`src/rtl/load_store_unit.sv`:
```
// Load/store unit: turns a single byte/halfword/word access request into
// word-wide memory cycles. Loads read the word and extract/extend the
// addressed lane; sub-word stores do a read-modify-write; word stores write
// directly. Misaligned or illegal-size requests finish with an error and
// never touch memory.
//
// Ports:
//   clk, rst      - clock and synchronous active-high reset
//   req_*         - request channel (valid/ready handshake), store data right-aligned
//   resp_valid    - one-cycle completion pulse
//   resp_rdata    - extended load data (0 for stores and errors), held until next response
//   resp_err      - misaligned / illegal-size flag, held until next response
//   mem_we        - word write enable to data memory
//   mem_a         - word-aligned memory address (0 while idle)
//   mem_di        - memory write data
//   mem_rd        - combinational memory read data
module load_store_unit #(
    parameter int ADDR_WIDTH = 32,
    parameter int DATA_WIDTH = 32
) (
    input  logic                  clk,
    input  logic                  rst,
    input  logic                  req_valid,
    output logic                  req_ready,
    input  logic                  req_we,
    input  logic [1:0]            req_size,
    input  logic                  req_unsigned,
    input  logic [ADDR_WIDTH-1:0] req_addr,
    input  logic [DATA_WIDTH-1:0] req_wdata,
    output logic                  resp_valid,
    output logic [DATA_WIDTH-1:0] resp_rdata,
    output logic                  resp_err,
    output logic                  mem_we,
    output logic [ADDR_WIDTH-1:0] mem_a,
    output logic [DATA_WIDTH-1:0] mem_di,
    input  logic [DATA_WIDTH-1:0] mem_rd
);

    typedef enum logic [2:0] {
        IDLE,
        LOAD,
        RMW_READ,
        WRITE,
        RESP
    } state_t;

    localparam logic [1:0] SZ_BYTE = 2'b00;
    localparam logic [1:0] SZ_HALF = 2'b01;
    localparam logic [1:0] SZ_WORD = 2'b10;

    state_t                  state;
    logic                    l_we;
    logic [1:0]              l_size;
    logic                    l_unsigned;
    logic [ADDR_WIDTH-1:0]   l_addr;
    logic [DATA_WIDTH-1:0]   l_wdata;
    logic [DATA_WIDTH-1:0]   rmw_word;

    logic                    req_bad;
    logic [7:0]              byte_sel;
    logic [15:0]             half_sel;
    logic [DATA_WIDTH-1:0]   load_ext;
    logic [DATA_WIDTH-1:0]   merged;

    assign req_ready = (state == IDLE) && !rst;
    assign mem_we    = (state == WRITE) && !rst;
    assign mem_a     = (state == IDLE) ? '0 : {l_addr[ADDR_WIDTH-1:2], 2'b00};

    // Error classification is done on the live request inputs so the error
    // path can go straight to RESP on the handshake edge.
    always_comb begin
        req_bad = 1'b0;
        case (req_size)
            SZ_BYTE: req_bad = 1'b0;
            SZ_HALF: req_bad = req_addr[0];
            SZ_WORD: req_bad = (req_addr[1:0] != 2'b00);
            default: req_bad = 1'b1;
        endcase
    end

    // Lane extraction and extension for loads.
    always_comb begin
        byte_sel = mem_rd[{l_addr[1:0], 3'b000} +: 8];
        half_sel = mem_rd[{l_addr[1], 4'b0000} +: 16];
        case (l_size)
            SZ_BYTE: load_ext = {{24{byte_sel[7]  & ~l_unsigned}}, byte_sel};
            SZ_HALF: load_ext = {{16{half_sel[15] & ~l_unsigned}}, half_sel};
            default: load_ext = mem_rd;
        endcase
    end

    // Write data: word stores pass through; sub-word stores splice the new
    // lane into the word captured during RMW_READ.
    always_comb begin
        merged = rmw_word;
        case (l_size)
            SZ_BYTE: merged[{l_addr[1:0], 3'b000} +: 8]  = l_wdata[7:0];
            SZ_HALF: merged[{l_addr[1], 4'b0000} +: 16]  = l_wdata[15:0];
            default: merged = l_wdata;
        endcase
        mem_di = (state == WRITE) ? merged : '0;
    end

    always_ff @(posedge clk) begin
        if (rst) begin
            state      <= IDLE;
            l_we       <= 1'b0;
            l_size     <= '0;
            l_unsigned <= 1'b0;
            l_addr     <= '0;
            l_wdata    <= '0;
            rmw_word   <= '0;
            resp_valid <= 1'b0;
            resp_rdata <= '0;
            resp_err   <= 1'b0;
        end else begin
            resp_valid <= 1'b0;
            case (state)
                IDLE: begin
                    if (req_valid) begin
                        l_we       <= req_we;
                        l_size     <= req_size;
                        l_unsigned <= req_unsigned;
                        l_addr     <= req_addr;
                        l_wdata    <= req_wdata;
                        if (req_bad) begin
                            state      <= RESP;
                            resp_valid <= 1'b1;
                            resp_err   <= 1'b1;
                            resp_rdata <= '0;
                        end else if (!req_we) begin
                            state <= LOAD;
                        end else if (req_size == SZ_WORD) begin
                            state <= WRITE;
                        end else begin
                            state <= RMW_READ;
                        end
                    end
                end
                LOAD: begin
                    resp_rdata <= load_ext;
                    resp_err   <= 1'b0;
                    resp_valid <= 1'b1;
                    state      <= RESP;
                end
                RMW_READ: begin
                    rmw_word <= mem_rd;
                    state    <= WRITE;
                end
                WRITE: begin
                    resp_rdata <= '0;
                    resp_err   <= 1'b0;
                    resp_valid <= 1'b1;
                    state      <= RESP;
                end
                RESP: begin
                    state <= IDLE;
                end
                default: begin
                    state <= IDLE;
                end
            endcase
        end
    end

endmodule

```
`config.mk`:
```
export PLATFORM = sky130hd
export DESIGN_NAME = load_store_unit
export DESIGN_NICKNAME = d
export VERILOG_FILES = /design/src/rtl/load_store_unit.sv
export SDC_FILE = /design/constraint.sdc
export NUM_CORES = 1
export LEC_CHECK = 0
export CAP_MARGIN = 20
export CORE_UTILIZATION = 40
export CTS_CLUSTER_DIAMETER = 30
export CTS_CLUSTER_SIZE = 14
export DETAILED_ROUTE_END_ITERATION = 6
export PLACE_DENSITY = 0.72
export RECOVER_POWER = 50
export SETUP_SLACK_MARGIN = 0.3
export SYNTH_ARGS = -nofsm -noshare
export SYNTH_HDL_FRONTEND = slang
export SYNTH_SLANG_ARGS = --single-unit
export TNS_END_PERCENT = 100
```
`constraint.sdc`:
```
create_clock -name clk -period 3 [get_ports clk]
set_input_delay 0.3 -clock clk [delete_from_list [all_inputs] [get_ports clk]]
set_output_delay 0.3 -clock clk [all_outputs]
set_load 0.005 [all_outputs]
```
==> flow_summary.json <==
{
  "drtIter0Drc": 570,
  "ctsHoldBuffers": 0,
  "die_h_um": 134,
  "min_period_over_period_pct": 87.9,
  "fmax_mhz": 379,
  "slowest_stage": "clkdlybuf4s50_1",
  "grt_antenna_before_repair": 0,
  "cp_max_fo": 5,
  "numCtsBuffers": 17,
  "fin_nets": 1154,
  "fillCellCount": 1538,
  "final_antenna_net_count": 0,
  "fin_skew_ns": 0.00974,
  "grtUsageTotal_pct": 24.5,
  "routedWlPerCell_um": 17.3,
  "grt_max_degree": 56,
  "grt_pass1_vias": 6462,
  "worst_pin_slew_ns": 1.16,
  "port_buffers": 200,
  "core_area_mm2": 0.0168,
  "vias": 6896,
  "grt_pass1_wl_mm": 34.0,
  "slew_headroom_pct": 23.0,
  "die_area_mm2": 0.0179,
  "cp-start-kind": "flip-flop",
  "die_w_um": 134,
  "rsz0062_at_grt": "yes",
  "io_pins": 203,
  "dr.pass1.iters": 7,
  "drt-vias-per-instance": 5.39,
  "yosys.area.top_type": "dfxtp_1",
  "path_clk_slew_ns": 0.06,
  "path_buf_inv": 2,
  "ys.flop_type": "dfxtp_1",
  "synth_cells": 878,
  "area_growth_pct": 41.6,
  "end_kind": "output pin",
  "clk_latency_ns": 0.42,
  "maxCapViolations": 0,
  "fin_crit_ns": 2.64,
  "routed_wl_mm": 22.1,
  "start_util_pct": 41.4,
  "ys_types": 54,
  "cp_slowest_stage_delay_ns": 0.44,
  "required_ns": 2.70,
  "drc": 0,
  "rows": 47,
  "avgSynthCellArea_um2": 7.90,
  "hold_slack_ns": 0.307,
  "setup_violations": 0,
  "cts.sinks": 136,
  "slew_viol_final": 0,
  "synth-seq-cells": 136,
  "ys_top_cells_by_area": "dfxtp_1, nand2_1, a21oi_1",
  "yosys.cell_count.top_type": "nand2_1",
  "power.leakage_nw": 3.90,
  "htreeDepth": 4,
  "synth_edf_count": 0,
  "worstPathArrival_ns": 2.34,
  "synthArstFlopShare_pct": 0,
  "yosysWarnings": 0,
  "hpwl_mm": 15.7,
  "synth_seq_area_share_pct": 39.3,
  "ir_drop_mv": 0.390,
  "hold_viol": 0,
  "min_path_type": "primary input to flip-flop",
  "grt_overflow_total": 0,
  "finalWeightedCongestion": 0.949,
  "crit_type": "flip-flop to output pin",
  "power.density_mw_per_mm2": 508,
  "clk_path_buf_depth": 2,
  "syn_area_mm2": 0.00694,
  "crit_family": "compound AO/OA/AOI/OAI gates",
  "synth_common_cells": "nand2_1, dfxtp_1, a21oi_1",
  "clock-root-buffer": "clkbuf_16",
  "synth_top_cell_area_share_pct": 39.3,
  "status": "finished, final reports clean",
  "cts_tree": "built",
  "antenna_cells": 0,
  "drive_above_1_share_pct": 11.5,
  "critical_path.cell_chain": "clkinv_4 -> ha_4 -> and4_4 -> a221o_1 -> a32o_1 -> clkdlybuf4s50_1",
  "tns_ns": 0
}
[area by class of cell]
| cell class | count | area (um2) | area share [%] |
|---|---|---|---|
| sequential | 136 | 2730 | 27.8 |
| inverter | 15 | 63.8 | 0.650 |
| multi-input combinational | 644 | 3840 | 39.1 |
| clock inverter | 14 | 149 | 1.52 |
| timing repair buffer | 232 | 2320 | 23.6 |
| clock buffer | 18 | 439 | 4.47 |
| tap | 220 | 275 | 2.80 |
[repair_timing]
item,4_1_cts,5_1_grt
pin swaps,4,11
endpoints found under the hold margin,0,0
gates resized for setup,33,25
buffers inserted,2,6
cloned,1,0
setup endpoints to repair,62,39
[final timing paths]
check | from | to | slack (ns) | cells after the start
setup reg to reg | state[0] | l_wdata[14] | 0.44 | 5
hold reg to reg | resp_rdata[10] | resp_rdata[10] | 0.45 | 1
hold / removal | rst | l_addr[18] | 0.31 | 2
setup / recovery | l_addr[1] | mem_di[21] | 0.36 | 6
[layer usage]
layer	up-vias	wire (um)	track usage, %
met3	40	2020	7.69
met2	279	10600	40.0
met5	-	0	0
met4	0	508	8.65
li1	3396	-	-
met1	3181	9060	30.1
[cell families after synthesis]
group	Yosys count	synth area share [%]
fa+ha+maj	5	0.902
compound gates	267	25.7
other cells	1	0.0541
simple gates	345	23.3
flops	136	39.3
buf+inv	99	6.71
mux	25	4.02
[where the power goes]
group / total (W) / leakage [nW] / internal, W / switching, W
Clock: 0.00207 / 0.279 / 0.00125 / 0.000823
Combinational: 0.000904 / 2.51 / 0.000431 / 0.000473
Sequential: 0.00201 / 1.11 / 0.00191 / 0.0000999
Total: 0.00499 / 3.90 / 0.00359 / 0.00140
[through the flow]
| stage | total power, W | worst slack, ns | std cells | instance area, um2 | util (%) |
|---|---|---|---|---|---|
| after floorplan | 0.00255 | 0.625 | 879 | 6940 | - |
| after global placement | 0.00291 | 0.400 | 1238 | 9020 | 53.8 |
| after detailed placement | 0.00292 | 0.361 | 1238 | 9020 | 53.8 |
| after CTS | 0.00502 | 0.303 | 1273 | 9730 | 58.0 |
| after global routing | 0.00519 | 0.184 | 1279 | 9820 | 58.6 |
| final | 0.00499 | 0.363 | 1279 | 9820 | 58.6 |
[registers in the layout (all words and copies together) (netlist names)]
signal,count
l_addr,32
l_size,2
l_unsigned,1
l_wdata,32
resp_err,1
resp_rdata,32
resp_valid,1
rmw_word,32
state,3
[cell usage in the layout (no fill, tap or decap), drive strengths merged, types with 5 or more instances in the layout]
| cell type | Yosys | routed |
|---|---|---|
| inv | 13 | 15 |
| a221o | 16 | 16 |
| clkbuf | 45 | 21 |
| mux2i | 8 | 8 |
| a21o | 9 | 9 |
| dlygate4sd3 | 0 | 35 |
| mux2 | 17 | 17 |
| nor3 | 19 | 19 |
| clkdlybuf4s50 | 0 | 142 |
| dlymetal6s2s | 0 | 14 |
| a22o | 25 | 25 |
| o21ai | 26 | 26 |
| nand2 | 217 | 217 |
| nand2b | 18 | 18 |
| dlygate4sd2 | 0 | 8 |
| nor2 | 24 | 24 |
| o22ai | 16 | 16 |
| or3b | 9 | 9 |
| a221oi | 17 | 17 |
| and2 | 31 | 31 |
| o21a | 9 | 9 |
| clkinv | 2 | 8 |
| nor2b | 11 | 11 |
| buf | 38 | 29 |
| a22oi | 9 | 9 |
| ha | 5 | 5 |
| a21oi | 120 | 120 |
| o2bb2ai | 7 | 7 |
| a32o | 8 | 8 |
| dfxtp | 136 | 136 |
No activity file was read; power rests on OpenSTA's default activity.
